`src/rtl/gray_counter_if.sv`:
```
// Control/status bundle between a Gray counter and whatever steers it.
// master drives count/load controls; slave returns the registered Gray count and pulses.
interface gray_counter_if #(
   parameter int WIDTH = 4
);
   logic             en;
   logic             up;
   logic             load;
   logic [WIDTH-1:0] load_gray_no;
   logic [WIDTH-1:0] gray_no;
   logic             step;
   logic             wrap;

   modport master (
      output en, up, load, load_gray_no,
      input  gray_no, step, wrap
   );

   modport slave (
      input  en, up, load, load_gray_no,
      output gray_no, step, wrap
   );
endinterface

```
`src/rtl/gray_counter.sv`:
```
// Registered up/down Gray-code counter with a binary shadow count.
// Every output is a flop, so the Gray value is glitch-free for downstream conversion.
module gray_counter #(
   parameter int WIDTH = 4
) (
   input  logic           clk,
   input  logic           rst,
   gray_counter_if.slave  bus
);

   logic [WIDTH-1:0] bin_q, bin_d;
   logic [WIDTH-1:0] gray_q, gray_d;
   logic             step_q, step_d;
   logic             wrap_q, wrap_d;

   logic [WIDTH-1:0] load_bin;
   logic [WIDTH-1:0] cnt_bin;

   // Each binary bit is the parity of the Gray bits at and above it; no ripple chain.
   generate
      for (genvar gi = 0; gi < WIDTH; gi++) begin : g_g2b
         assign load_bin[gi] = ^bus.load_gray_no[WIDTH-1:gi];
      end
   endgenerate

   assign cnt_bin = bus.up ? bin_q + WIDTH'(1) : bin_q - WIDTH'(1);

   always_comb begin
      bin_d  = bin_q;
      gray_d = gray_q;
      step_d = 1'b0;
      wrap_d = 1'b0;
      if (bus.load) begin
         bin_d  = load_bin;
         gray_d = bus.load_gray_no;
      end else if (bus.en) begin
         bin_d  = cnt_bin;
         gray_d = cnt_bin ^ (cnt_bin >> 1);
         step_d = 1'b1;
         wrap_d = bus.up ? (bin_q == '1) : (bin_q == '0);
      end
   end

   always_ff @(posedge clk) begin
      if (rst) begin
         bin_q  <= '0;
         gray_q <= '0;
         step_q <= 1'b0;
         wrap_q <= 1'b0;
      end else begin
         bin_q  <= bin_d;
         gray_q <= gray_d;
         step_q <= step_d;
         wrap_q <= wrap_d;
      end
   end

   assign bus.gray_no = gray_q;
   assign bus.step    = step_q;
   assign bus.wrap    = wrap_q;

endmodule

```
`src/flat_wrapper.sv`:
```
// flat-port wrapper written by rule: the top's interface ports become plain ports
module gray_counter_flat 
#(
   parameter int WIDTH = 4
)
  (clk, rst, bus_en, bus_up, bus_load, bus_load_gray_no, bus_gray_no, bus_step, bus_wrap);
  gray_counter_if #(.WIDTH(WIDTH)) bus_i ();
  input  logic clk;
  input  logic rst;
  input wire logic [$bits(bus_i.en)-1:0] bus_en;
  input wire logic [$bits(bus_i.up)-1:0] bus_up;
  input wire logic [$bits(bus_i.load)-1:0] bus_load;
  input wire logic [$bits(bus_i.load_gray_no)-1:0] bus_load_gray_no;
  output wire logic [$bits(bus_i.gray_no)-1:0] bus_gray_no;
  output wire logic [$bits(bus_i.step)-1:0] bus_step;
  output wire logic [$bits(bus_i.wrap)-1:0] bus_wrap;
  assign bus_i.en = bus_en;
  assign bus_i.up = bus_up;
  assign bus_i.load = bus_load;
  assign bus_i.load_gray_no = bus_load_gray_no;
  assign bus_gray_no = bus_i.gray_no;
  assign bus_step = bus_i.step;
  assign bus_wrap = bus_i.wrap;
  gray_counter #(.WIDTH(WIDTH)) u_core (.clk(clk), .rst(rst), .bus(bus_i));
endmodule
```
`config.mk`:
```
export PLATFORM = sky130hd
export DESIGN_NAME = gray_counter_flat
export DESIGN_NICKNAME = d
export VERILOG_FILES = /design/src/rtl/gray_counter_if.sv /design/src/rtl/gray_counter.sv /design/src/flat_wrapper.sv
export SDC_FILE = /design/constraint.sdc
export NUM_CORES = 1
export LEC_CHECK = 0
export BUFFER_PORTS_ARGS = -buffer_cell sky130_fd_sc_hd__buf_2
export CORE_AREA = 2 2 39 41
export CTS_BUF_LIST = sky130_fd_sc_hd__clkbuf_4 sky130_fd_sc_hd__clkbuf_8 sky130_fd_sc_hd__clkbuf_16
export CTS_CLUSTER_SIZE = 10
export DETAILED_ROUTE_END_ITERATION = 6
export DIE_AREA = 0 0 41 43
export PLACE_DENSITY = 0.65
export SLEW_MARGIN = 20
export SYNTH_ARGS = -nofsm -noshare
export SYNTH_HDL_FRONTEND = slang
export SYNTH_SLANG_ARGS = --single-unit
export TNS_END_PERCENT = 100
```
`constraint.sdc`:
```
create_clock -name clk -period 1.5 [get_ports clk]
set_input_delay 0.225 -clock clk [delete_from_list [all_inputs] [get_ports clk]]
set_output_delay 0.225 -clock clk [all_outputs]
set_load 0.05 [all_outputs]
```
# Word-level counts from Yosys, hierarchy flattened

Cells that the tools add are included.

Flip-flop bits (word level): 10
Bits of input ports: 9
Output and inout bits: 6
Logic and storage cells: 23

$add $sub $neg: 2
Equal/unequal tests: 1
Multiplexer cells: 7
Bitwise gates (word level): 2
Reduce and logical (&&, ||, !) cells: 7

Operators with widths:

| operator                                                           | count |
|---|---|
| 4-bit two-way mux                                                  | 5 |
| 4-bit by 1-bit adder with 4-bit output, second input constant      | 1 |
| 4-bit == test, second input constant                               | 1 |
| 4-bit zero test                                                    | 1 |
| 4-bit XOR reduction                                                | 1 |
| 4-bit by 1-bit subtractor with 4-bit output, second input constant | 1 |
| 4-bit by 3-bit XOR with 4-bit output                               | 1 |
| 3-bit OR reduction                                                 | 1 |
| 3-bit XOR reduction                                                | 1 |
| 1-bit two-way mux                                                  | 2 |
| 2-bit nonzero test                                                 | 1 |
| 2-bit OR reduction                                                 | 1 |
| 2-bit XOR reduction                                                | 1 |
| 1-bit inverter                                                     | 1 |

# Depth between registers and ports, before layout

Word-level depth: 5
Mapped depth: 6
Depth with buffers taken out: 6

# Worst setup path after synthesis

OpenSTA, ideal clock, no wires.

Path type: reg2reg
Start: register u_core.bin_q[0]
End: register u_core.gray_q[0], in the netlist u_core.bus.gray_no[0]
Setup time: 0.127 ns
Data arrival time: 1.454 ns
Setup slack: -0.080 ns
Stages on the path, launching flop included: 6
Buffers on the path: 0
Period minus slack after synthesis: 1.580 ns
Cell sequence: dfxtp_1 > fa_1 > xnor2_1 > mux2_2 > mux2i_1 > nor2_1

Word-level cells in the longest chain between the ends: 5
Elaborated cells between the ends (all ways): 6

Ends and longest elaborated chain:

| element                                                                                               | line               | source |
|---|---|---|
| from (decl)                                                                                           | gray_counter.sv:11 | `logic [WIDTH-1:0] bin_q, bin_d;` |
| from (signal assigned)                                                                                | gray_counter.sv:51 | `bin_q <= bin_d;` |
| 4-bit by 1-bit subtractor with 4-bit output or 4-bit by 1-bit adder with 4-bit output (tied branches) | gray_counter.sv:26 | `assign cnt_bin = bus.up ? bin_q + WIDTH'(1) : bin_q - WIDTH'(1);` |
| 4-bit two-way mux *                                                                                   | gray_counter.sv:26 |  |
| 4-bit by 3-bit XOR with 4-bit output *                                                                | gray_counter.sv:38 | `gray_d = cnt_bin ^ (cnt_bin >> 1);` |
| 4-bit two-way mux *                                                                                   | gray_counter.sv:36 | `end else if (bus.en) begin` |
| 4-bit two-way mux *                                                                                   | gray_counter.sv:33 | `if (bus.load) begin` |
| to (signal assigned)                                                                                  | gray_counter.sv:52 | `gray_q <= gray_d;` |
| to (decl)                                                                                             | gray_counter.sv:12 | `logic [WIDTH-1:0] gray_q, gray_d;` |

Every way passes the cells marked *; elsewhere a longest branch is shown, timed or not. The select of a mux whose other input is x is not followed.
A chain may end at the register's enable or synchronous reset.

# Worst setup path in the final report

Start: register u_core.bin_q[1]
End: register u_core.gray_q[1], in the netlist u_core.bus.gray_no[1]

Same word-level chain as after synthesis.

==> run_results.csv <==
group,metric,value,unit
outcome,outcome,"complete, but fails checks",
outcome,violations,"setup timing",
clocking,clk_pin_slew,0.07,ns
power,p_comb_share,43.4,%
finish,multiInputGateArea,391.6,um^2
sta,skew,0.007334,ns
flow_run,maxCapViolations,0,
power,switchingPower,0.2924,mW
critical_path,crit_required,1.68,ns
place,hpwl,851,um
grt,antenna_found_initial,0,
critical_path,setup.worst_path.start_class,"flip-flop",
sta,finalCriticalPeriod,1.552,ns
detailed_routing,wl,1236,um
floorplan,die_width,41,um
sta,fin_crit_sh,103.5,%
floorplan,die_h,43,um
finish,diodes,0,
sta,setup_slack,-0.05201,ns
critical_path,critPathMaxFanout,4,
finish,drive_above_1_share,43.37,%
grt,grt_use_met1,23.51,%
clocking,cts_hold_buf,0,
detailed_routing,first_pass_iters,4,
power,ir_worst_vdd,0.0005963,V
detailed_routing,drc,0,
grt,use_met2,25.94,%
yosys,synthCells,62,
detailed_routing,num_vias,506,
floorplan,rows,14,
grt,grt_max_degree,16,
power,power_frac_seq,32.7,%
detailed_routing,drt_iter0_drc,6,
grt,grtUsageTotal,17.73,%
grt,first_global_vias,473,
clocking,cts_buffers,3,
yosys,synth_ff_type,"dfxtp_1",
place,pre_cts_ws,-0.2048,ns
clocking,clockRootBuffer,"clkbuf_4",
sta,setup_viol_count_final,4,
sta,final_max_slew_viol_count,0,
power,p_leak,0.3638,nW
critical_path,end_kind,"flip-flop",
finish,areaGrowthSynthToFinish,34.29,%
critical_path,crit_arrival,1.73,ns
grt,grt_overflow_total,0,
finish,fin_nets,96,
yosys,ys_seq_area_share,31.65,%
grt,grt_pass1_wl,2056,um
clocking,htreeDepth,1,
yosys,synth_common_cells,"dfxtp_1 (9), a21oi_1 (6), nor2_1 (5), xnor2_1 (5), inv_1 (4)",
worst_hold_path,hold_path_class,"in2reg",
detailed_routing,postRouteAntennaNets,0,
critical_path,crit_type,"reg2reg",
floorplan,num_io_pins,15,
finish,nFillCells,133,
sta,hold_violations,0,
power,p_per_area,1122,nW/um^2
yosys,synth_top_area_share,31.65,%
yosys,ys_ff_latch,9,
yosys,synth_area_leader_cell,"dfxtp_1",
sta,hold_ws,0.2275,ns
floorplan,initial_core_util,41.14,%
power,cell_internal_pwr,0.5652,mW
detailed_routing,wl_per_cell,12.48,um
power,p_sw_share,34.09,%
yosys,synth.net_count,74,
yosys,syn-mean-instance-area,9.182,um^2
yosys,yosysWarnings,0,
yosys,synthTopCellsByArea,"dfxtp_1 (32%), xnor2_1 (7.7%), a21oi_1 (5.3%)",
floorplan,core-area,1384,um^2
sta,rsz0062_at_grt,"yes",
yosys,synth-edff-count,0,
clocking,cts_buffer_depth,2,
clocking,cts_tree,"built",
power,power_frac_clock,23.9,%
yosys,yosysUniqueCellTypes,28,
yosys,synth_area,569.3,um^2
place,place_congestion,0.7658,
sta,worst_slew_pin_slew,0.2815,ns
detailed_routing,viasPerCell,5.111,
clocking,clock_latency,0.26,ns
yosys,async_flop_share,0,%
place,portBuffers,14,
sta,slew_headroom,81.10,%
finish,regArea,185.2,um^2
yosys,yosysMostFrequentCell,"dfxtp_1",
clocking,clock-sinks,9,
sta,timing.fmax,644.3,MHz
grt,grt_use_met3,3.141,%
grt,grt_busiest_layer,"met2",
floorplan,die_area,1763,um^2
what timing repair did:
item,4_1_cts,5_1_grt
pin swaps,4,1
gates resized for setup,6,1
gates cloned,0,0
buffers inserted,1,0
endpoints found under the setup margin,5,5
worst max-delay path, stage by stage, from the launching register on:
cell      delay, ns
dfxtp_4        0.36
fa_2           0.35
xnor2_2        0.20
buf_4          0.16
xnor2_2        0.11
nand2_1        0.09
a221oi_2       0.20
power by group through the flow:
stage	clock [mW]	combinational, mW	sequential, mW
2_1_floorplan	0	0.184	0.327
3_3_place_gp	0	0.312	0.284
4_1_cts	0.210	0.352	0.281
6_report	0.205	0.372	0.280
5_1_grt	0.227	0.402	0.283
3_5_place_dp	0	0.312	0.284
cell usage in the layout (no fill, tap or decap), types with 2 or more instances in the layout:
cell / instances
buf_2: 14
nand2_1: 2
dfxtp_1: 7
xnor2_2: 2
a21oi_1: 6
or3_1: 2
nor3b_1: 2
xor2_1: 3
buf_4: 7
a211oi_1: 3
xnor2_1: 3
inv_1: 4
clkbuf_4: 4
nor2_1: 5
cells by family after synthesis:
family                     count (synthesis)  synth area share [%]
AOI/OAI and AO/OA                         14                 17.36
xor gates and xnor gates                   9                 16.26
adders and majority gates                  3                 7.912
buffers and inverters                      8                 6.810
DFF                                        9                 31.65
muxes                                      2                 3.736
and+or+nand+nor                           17                 16.26
stage by stage:
step / total power [mW] / TNS (ns) / utilization [%] / area [um^2] / instances
detailed placement: 0.5961 / -0.8263 / 49.37 / 683.2 / 94
CTS: 0.8424 / -0.03465 / 54.70 / 757.0 / 99
floorplan: 0.5105 / -0.003873 / - / 571.8 / 62
global route: 0.9120 / -0.3355 / 55.24 / 764.5 / 99
global placement: 0.5958 / -0.7778 / 49.37 / 683.2 / 94
finish: 0.8577 / -0.1135 / 55.24 / 764.5 / 99
path summary, 6_finish.rpt:
check	from	to	slack (ns)	cells past startpoint
worst min register to register	u_core.bus.gray_no[1]	u_core.bus.gray_no[1]	0.59	2
worst max register to register	u_core.bin_q[1]	u_core.bus.gray_no[1]	-0.05	6
worst max-delay path	u_core.bin_q[1]	u_core.bus.gray_no[1]	-0.05	6
worst min-delay path	bus_load_gray_no[0]	u_core.bus.gray_no[0]	0.23	3
final cells by class:
class | instances | share of cell area [%]
inverter | 4 | 1.964
timing repair buffer | 21 | 16.04
sequential | 9 | 24.22
tap | 16 | 2.619
multi-input combinational | 45 | 51.23
clock buffer | 4 | 3.928
routing by layer:
metal	vias to the layer above	wire, um	part of all wire (%)
met5	-	0	0
met1	235	539	44
met3	2	41	3.3
met2	11	644	52
met4	0	10	0.81
li1	258	-	-
flip-flops by register name, summed over array words and instances, names as in the netlist:
| register | flops |
|---|---|
| u_core.bus.step | 1 |
| u_core.bus.wrap | 1 |
| u_core.bus.gray_no | 4 |
| u_core.bin_q | 3 |
Power figures use the tool's default switching activity.
